**src/rtl/lsu_mem_initiator.sv**
```systemverilog
// Load/store initiator between the execute/memory stage and the four-bank byte-lane memory unit.
// Optional build macro: LSU_MISALIGN_TRAP_EN (reject misaligned half/word requests with resp_err).
`timescale 1ns/1ps

module lsu_mem_initiator #(
  parameter int unsigned MEM_ADDR_W   = 10,
  parameter int unsigned READ_LATENCY = 1
) (
  input  logic                  clk,
  input  logic                  reset,
  input  logic                  req_valid,
  output logic                  req_ready,
  input  logic                  req_we,
  input  logic [2:0]            req_funct3,
  input  logic [31:0]           req_addr,
  input  logic [31:0]           req_wdata,
  output logic                  resp_valid,
  input  logic                  resp_ready,
  output logic [31:0]           resp_rdata,
  output logic                  resp_err,
  output logic [MEM_ADDR_W-1:0] mem_address,
  output logic [31:0]           mem_in,
  output logic                  mem_wren,
  output logic [1:0]            mem_width,
  input  logic [31:0]           mem_out
);

  localparam int unsigned CNT_W = 3;
  localparam logic [1:0] WIDTH_BYTE = 2'b00;
  localparam logic [1:0] WIDTH_HALF = 2'b01;
  localparam logic [1:0] WIDTH_WORD = 2'b11;

  typedef enum logic [1:0] {
    S_IDLE   = 2'd0,
    S_ACCESS = 2'd1,
    S_WAIT   = 2'd2,
    S_RESP   = 2'd3
  } state_t;

  state_t                r_state, w_state_nxt;
  logic                  r_we, w_we_nxt;
  logic [2:0]            r_funct3, w_funct3_nxt;
  logic [CNT_W-1:0]      r_cnt, w_cnt_nxt;
  logic                  r_req_ready, w_req_ready_nxt;
  logic                  r_resp_valid, w_resp_valid_nxt;
  logic [31:0]           r_resp_rdata, w_resp_rdata_nxt;
  logic                  r_resp_err, w_resp_err_nxt;
  logic [MEM_ADDR_W-1:0] r_mem_address, w_mem_address_nxt;
  logic [31:0]           r_mem_in, w_mem_in_nxt;
  logic                  r_mem_wren, w_mem_wren_nxt;
  logic [1:0]            r_mem_width, w_mem_width_nxt;

  logic                  w_f3_legal;
  logic                  w_misalign;
  logic                  w_req_illegal;
  logic [1:0]            w_req_width;
  logic [31:0]           w_load_ext;
  logic                  w_unused;

  assign w_unused = ^req_addr[31:MEM_ADDR_W];

  // Request decode: memory-unit width code and funct3 legality
  always_comb begin
    w_req_width = WIDTH_WORD;
    case (req_funct3[1:0])
      2'b00:   w_req_width = WIDTH_BYTE;
      2'b01:   w_req_width = WIDTH_HALF;
      default: w_req_width = WIDTH_WORD;
    endcase
    if (req_we) begin
      w_f3_legal = (req_funct3 == 3'b000) || (req_funct3 == 3'b001) || (req_funct3 == 3'b010);
    end else begin
      w_f3_legal = (req_funct3 != 3'b011) && (req_funct3 != 3'b110) && (req_funct3 != 3'b111);
    end
  end

`ifdef LSU_MISALIGN_TRAP_EN
  assign w_misalign = ((req_funct3[1:0] == 2'b01) && req_addr[0]) ||
                      ((req_funct3[1:0] == 2'b10) && (req_addr[1:0] != 2'b00));
`else
  assign w_misalign = 1'b0;
`endif

  assign w_req_illegal = !w_f3_legal || w_misalign;

  // Load alignment: addressed byte/halfword arrives left-justified on mem_out
  always_comb begin
    w_load_ext = mem_out;
    case (r_funct3)
      3'b000:  w_load_ext = {{24{mem_out[31]}}, mem_out[31:24]};
      3'b100:  w_load_ext = {24'd0, mem_out[31:24]};
      3'b001:  w_load_ext = {{16{mem_out[31]}}, mem_out[31:16]};
      3'b101:  w_load_ext = {16'd0, mem_out[31:16]};
      default: w_load_ext = mem_out;
    endcase
  end

  always_ff @(posedge clk) begin
    if (reset) r_state <= S_IDLE;
    else       r_state <= w_state_nxt;
  end

  // Next state and registered outputs
  always_comb begin
    w_state_nxt       = r_state;
    w_we_nxt          = r_we;
    w_funct3_nxt      = r_funct3;
    w_cnt_nxt         = r_cnt;
    w_req_ready_nxt   = r_req_ready;
    w_resp_valid_nxt  = r_resp_valid;
    w_resp_rdata_nxt  = r_resp_rdata;
    w_resp_err_nxt    = r_resp_err;
    w_mem_address_nxt = r_mem_address;
    w_mem_in_nxt      = r_mem_in;
    w_mem_width_nxt   = r_mem_width;
    w_mem_wren_nxt    = 1'b0;
    case (r_state)
      S_IDLE: begin
        if (req_valid && r_req_ready) begin
          w_we_nxt        = req_we;
          w_funct3_nxt    = req_funct3;
          w_req_ready_nxt = 1'b0;
          if (w_req_illegal) begin
            w_state_nxt      = S_RESP;
            w_resp_valid_nxt = 1'b1;
            w_resp_err_nxt   = 1'b1;
            w_resp_rdata_nxt = 32'd0;
          end else begin
            w_state_nxt       = S_ACCESS;
            w_mem_address_nxt = req_addr[MEM_ADDR_W-1:0];
            w_mem_in_nxt      = req_wdata;
            w_mem_width_nxt   = w_req_width;
            w_mem_wren_nxt    = req_we;
          end
        end
      end
      S_ACCESS: begin
        if (r_we) begin
          w_state_nxt      = S_RESP;
          w_resp_valid_nxt = 1'b1;
          w_resp_err_nxt   = 1'b0;
          w_resp_rdata_nxt = 32'd0;
        end else begin
          w_state_nxt = S_WAIT;
          w_cnt_nxt   = CNT_W'(READ_LATENCY);
        end
      end
      S_WAIT: begin
        if (r_cnt <= CNT_W'(1)) begin
          w_state_nxt      = S_RESP;
          w_resp_valid_nxt = 1'b1;
          w_resp_err_nxt   = 1'b0;
          w_resp_rdata_nxt = w_load_ext;
        end else begin
          w_cnt_nxt = r_cnt - CNT_W'(1);
        end
      end
      S_RESP: begin
        if (resp_ready) begin
          w_state_nxt      = S_IDLE;
          w_resp_valid_nxt = 1'b0;
          w_req_ready_nxt  = 1'b1;
        end
      end
      default: w_state_nxt = S_IDLE;
    endcase
  end

  always_ff @(posedge clk) begin
    if (reset) begin
      r_we          <= 1'b0;
      r_funct3      <= 3'd0;
      r_cnt         <= '0;
      r_req_ready   <= 1'b1;
      r_resp_valid  <= 1'b0;
      r_resp_rdata  <= 32'd0;
      r_resp_err    <= 1'b0;
      r_mem_address <= '0;
      r_mem_in      <= 32'd0;
      r_mem_wren    <= 1'b0;
      r_mem_width   <= WIDTH_WORD;
    end else begin
      r_we          <= w_we_nxt;
      r_funct3      <= w_funct3_nxt;
      r_cnt         <= w_cnt_nxt;
      r_req_ready   <= w_req_ready_nxt;
      r_resp_valid  <= w_resp_valid_nxt;
      r_resp_rdata  <= w_resp_rdata_nxt;
      r_resp_err    <= w_resp_err_nxt;
      r_mem_address <= w_mem_address_nxt;
      r_mem_in      <= w_mem_in_nxt;
      r_mem_wren    <= w_mem_wren_nxt;
      r_mem_width   <= w_mem_width_nxt;
    end
  end

  // Reset gates ready and write strobe immediately so a reset during ACCESS never writes
  assign req_ready   = r_req_ready & ~reset;
  assign mem_wren    = r_mem_wren & ~reset;
  assign resp_valid  = r_resp_valid;
  assign resp_rdata  = r_resp_rdata;
  assign resp_err    = r_resp_err;
  assign mem_address = r_mem_address;
  assign mem_in      = r_mem_in;
  assign mem_width   = r_mem_width;

endmodule

```
**config.mk**
```make
export PLATFORM = sky130hd
export DESIGN_NAME = lsu_mem_initiator
export DESIGN_NICKNAME = d
export VERILOG_FILES = /design/src/rtl/lsu_mem_initiator.sv
export SDC_FILE = /design/constraint.sdc
export NUM_CORES = 1
export LEC_CHECK = 0
export ABC_AREA = 1
export CELL_PAD_IN_SITES_DETAIL_PLACEMENT = 1
export CELL_PAD_IN_SITES_GLOBAL_PLACEMENT = 2
export CORE_AREA = 2 2 140 142
export CTS_CLUSTER_SIZE = 24
export DETAILED_ROUTE_END_ITERATION = 8
export DIE_AREA = 0 0 142 144
export PLACE_DENSITY_LB_ADDON = 0.1
export SLEW_MARGIN = 20
export SYNTH_ARGS = -nofsm -noshare
export SYNTH_HDL_FRONTEND = slang
export SYNTH_SLANG_ARGS = --single-unit
```
**constraint.sdc**
```tcl
create_clock -name clk -period 1.7 [get_ports clk]
set_input_delay 0.51 -clock clk [delete_from_list [all_inputs] [get_ports clk]]
set_output_delay 0.51 -clock clk [all_outputs]
set_load 0.01 [all_outputs]
```
==> impl_metrics.json <==
{
  "worstPathArrival_ns": 1.14,
  "chipWidth_um": 142,
  "yosysSeqAreaShare_pct": 45.41,
  "vias": 4233,
  "crit_top_cell": "dlygate4sd2_1",
  "final_nets": 846,
  "crit_slowest_cell": "dlygate4sd2_1",
  "gp_congestion": 0.7564,
  "clk-insertion-delay-late_ns": 0.35,
  "grt_usage_pct": 13.94,
  "cts_max_level": 3,
  "first_global_vias": 4478,
  "cts_tree": "yes",
  "ios": 184,
  "die_h_um": 144,
  "final_antenna_net_count": 0,
  "start_util_pct": 20.57,
  "viasPerCell": 4.319,
  "drtIter0Drc": 105,
  "yosysWarnings": 0,
  "syn_avg_cell_area_um2": 7.019,
  "worstPathMaxFanout": 3,
  "fin_crit_sh_pct": 97.16,
  "first_pass_iters": 4,
  "clock-sinks": 89,
  "leakagePower_nw": 3.007,
  "drv_cap": 0,
  "cts_max_path_buffers": 2,
  "ys_async_sr_fraction_pct": 0,
  "end_kind": "output port",
  "synth.cell_area_um2": 3924,
  "slew_headroom_pct": 74.60,
  "wl_per_cell_um": 14.79,
  "synthCells": 559,
  "grt_pass1_wl_um": 22560,
  "p_per_area_nw_per_um2": 1448,
  "finalCriticalPeriod_ns": 1.652,
  "max_stage_delay_ns": 0.27,
  "synth_nets": 669,
  "status": "finished, final reports clean",
  "finalPower_mw": 9.107,
  "core_um2": 19080,
  "hold_class": "flip-flop to flip-flop",
  "overflow": 0,
  "holdBufCountCts": 0,
  "synth.distinct_cells": 29,
  "skew_ns": 0.01206,
  "numPortBuffers": 161,
  "ys_ff_latch": 89,
  "finalHoldViolations": 0,
  "synth_ff_type": "dfxtp_1",
  "cp_cell_sequence": "dlygate4sd2_1, nor2_1, dlygate4sd2_1",
  "dp_hpwl_um": 10590,
  "crit_type": "primary input to output port",
  "ir_worst_vdd_mv": 0.4898,
  "drc": 0,
  "finalSetupViolations": 0,
  "cts-buffers-inserted": 9,
  "routed_wl_um": 14490,
  "critPathRequiredTime_ns": 1.19,
  "grt_max_degree": 45,
  "worstSetupStartpointType": "primary input",
  "slew_violations": 0,
  "fmax_mhz": 605.4,
  "drive_above_1_share_pct": 10.53,
  "syn_to_final_growth_pct": 60.33,
  "rows": 51,
  "postLayoutCellArea_um2": 6291,
  "dpl-instance-area_um2": 5938,
  "cts.reportedPaths.clkPinSlew_ns": 0.07,
  "worst_pin_slew_ns": 0.3802,
  "root_buffer": "clkbuf_16",
  "synth-edff-count": 0,
  "die_area_um2": 20450,
  "antenna_found_initial": 2
}
[cells in the mapped netlist (2+ instances only)]
| cell type | number | area share, % |
|---|---|---|
| nand3_2 | 2 | 0.51 |
| buf_6 | 6 | 1.7 |
| nor2_1 | 165 | 16 |
| nor2_4 | 3 | 0.86 |
| o21ai_1 | 6 | 0.77 |
| nand2_2 | 2 | 0.32 |
| o211ai_1 | 6 | 1.1 |
| a21oi_2 | 3 | 0.67 |
| buf_1 | 3 | 0.29 |
| dfxtp_1 | 89 | 45 |
| buf_4 | 5 | 0.96 |
| nand3_1 | 22 | 2.8 |
| clkbuf_1 | 9 | 0.86 |
| a21oi_1 | 11 | 1.4 |
| nor3_1 | 3 | 0.38 |
| nand2_1 | 113 | 11 |
| ha_1 | 6 | 1.9 |
| inv_2 | 5 | 0.48 |
| buf_2 | 7 | 0.89 |
| o21ai_0 | 67 | 8.5 |
| inv_1 | 18 | 1.7 |
[cell usage in the layout, fill, tap and decap left out, drive strengths merged, types with 6 or more instances in the layout]
cell type,n
dlygate4sd2,80
clkbuf,14
inv,24
buf,33
o21ai,73
o211ai,6
nor2,169
a21oi,14
nand2,115
dfxtp,89
ha,6
nand3,24
clkdlybuf4s50,76
[critical path, delay by kind of cell]
family / cells / cell delay, ns
AND/OR/NAND/NOR: 1 / 0.10
buffers and inverters: 2 / 0.53
[routing by layer]
layer | GRT usage [%] | up-vias | routed length, um
li1 | - | 2133 | -
met1 | 16.05 | 1985 | 6186
met2 | 24.00 | 101 | 7003
met3 | 5.000 | 12 | 1122
met4 | 4.789 | 2 | 165
met5 | 0 | - | 13
[final timing paths]
path,startpoint,endpoint,cells past startpoint,slack (ns)
setup / recovery,reset,mem_wren,3,0.05
hold / removal,resp_rdata[7],resp_rdata[7],2,0.48
setup reg to reg,r_state[1],resp_rdata[17],11,0.09
hold reg to reg,resp_rdata[7],resp_rdata[7],2,0.48
[cells by family after synthesis]
| kind of cell | after synthesis | share of synthesized area [%] |
|---|---|---|
| DFF | 89 | 45.41 |
| and+or+nand+nor | 313 | 32.30 |
| adders and majority gates | 6 | 1.913 |
| buffers and inverters | 54 | 7.047 |
| AOI/OAI and AO/OA | 96 | 13.11 |
| xor gates and xnor gates | 1 | 0.2233 |
[where the power goes]
part           total (mW)  internal [mW]  switching [mW]
clock                1.88          0.998           0.880
sequential           2.88           2.61           0.271
combinational        4.35           1.97            2.38
total                9.11           5.58            3.53
[per-stage QoR]
step | instances | util, % | hold WS (ns) | setup WS (ns) | TNS (ns)
global route | 979 | 32.96 | 0.5108 | -0.01641 | -0.07289
finish | 980 | 32.97 | 0.4760 | 0.04823 | 0
detailed placement | 958 | 31.12 | 0.4723 | -0.4601 | -22.27
floorplan | 559 | - | 0.4434 | 0.1311 | 0
global placement | 958 | 31.12 | 0.4463 | -0.4625 | -19.40
CTS | 974 | 32.04 | 0.4894 | 0.002232 | 0
[registers in the layout, summed over array words and instances (netlist names), 2 cells and up]
signal and cells:
r_state 2, mem_width 2, resp_rdata 32, r_funct3 3, mem_in 32, r_cnt 3
mem_address 10
[layout make-up]
class                           instances  area (um^2)
Fill cell                            2354        12790
Clock buffer                           10        229.0
Sequential cell                        89         1785
Inverter                               23        91.34
Multi-Input combinational cell        416         1894
Clock inverter                          6        43.79
Antenna cell                            1        2.502
Tap cell                              238        297.8
Timing Repair Buffer                  197         1947
[repair_timing]
| item | in CTS | in global routing |
|---|---|---|
| gates resized for setup | 82 | 29 |
| endpoints found under the setup margin | 81 | 65 |
| cloned | 0 | 3 |
| pin swaps | 0 | 3 |
| buffers inserted | 0 | 2 |
Power figures use the tool's default switching activity.
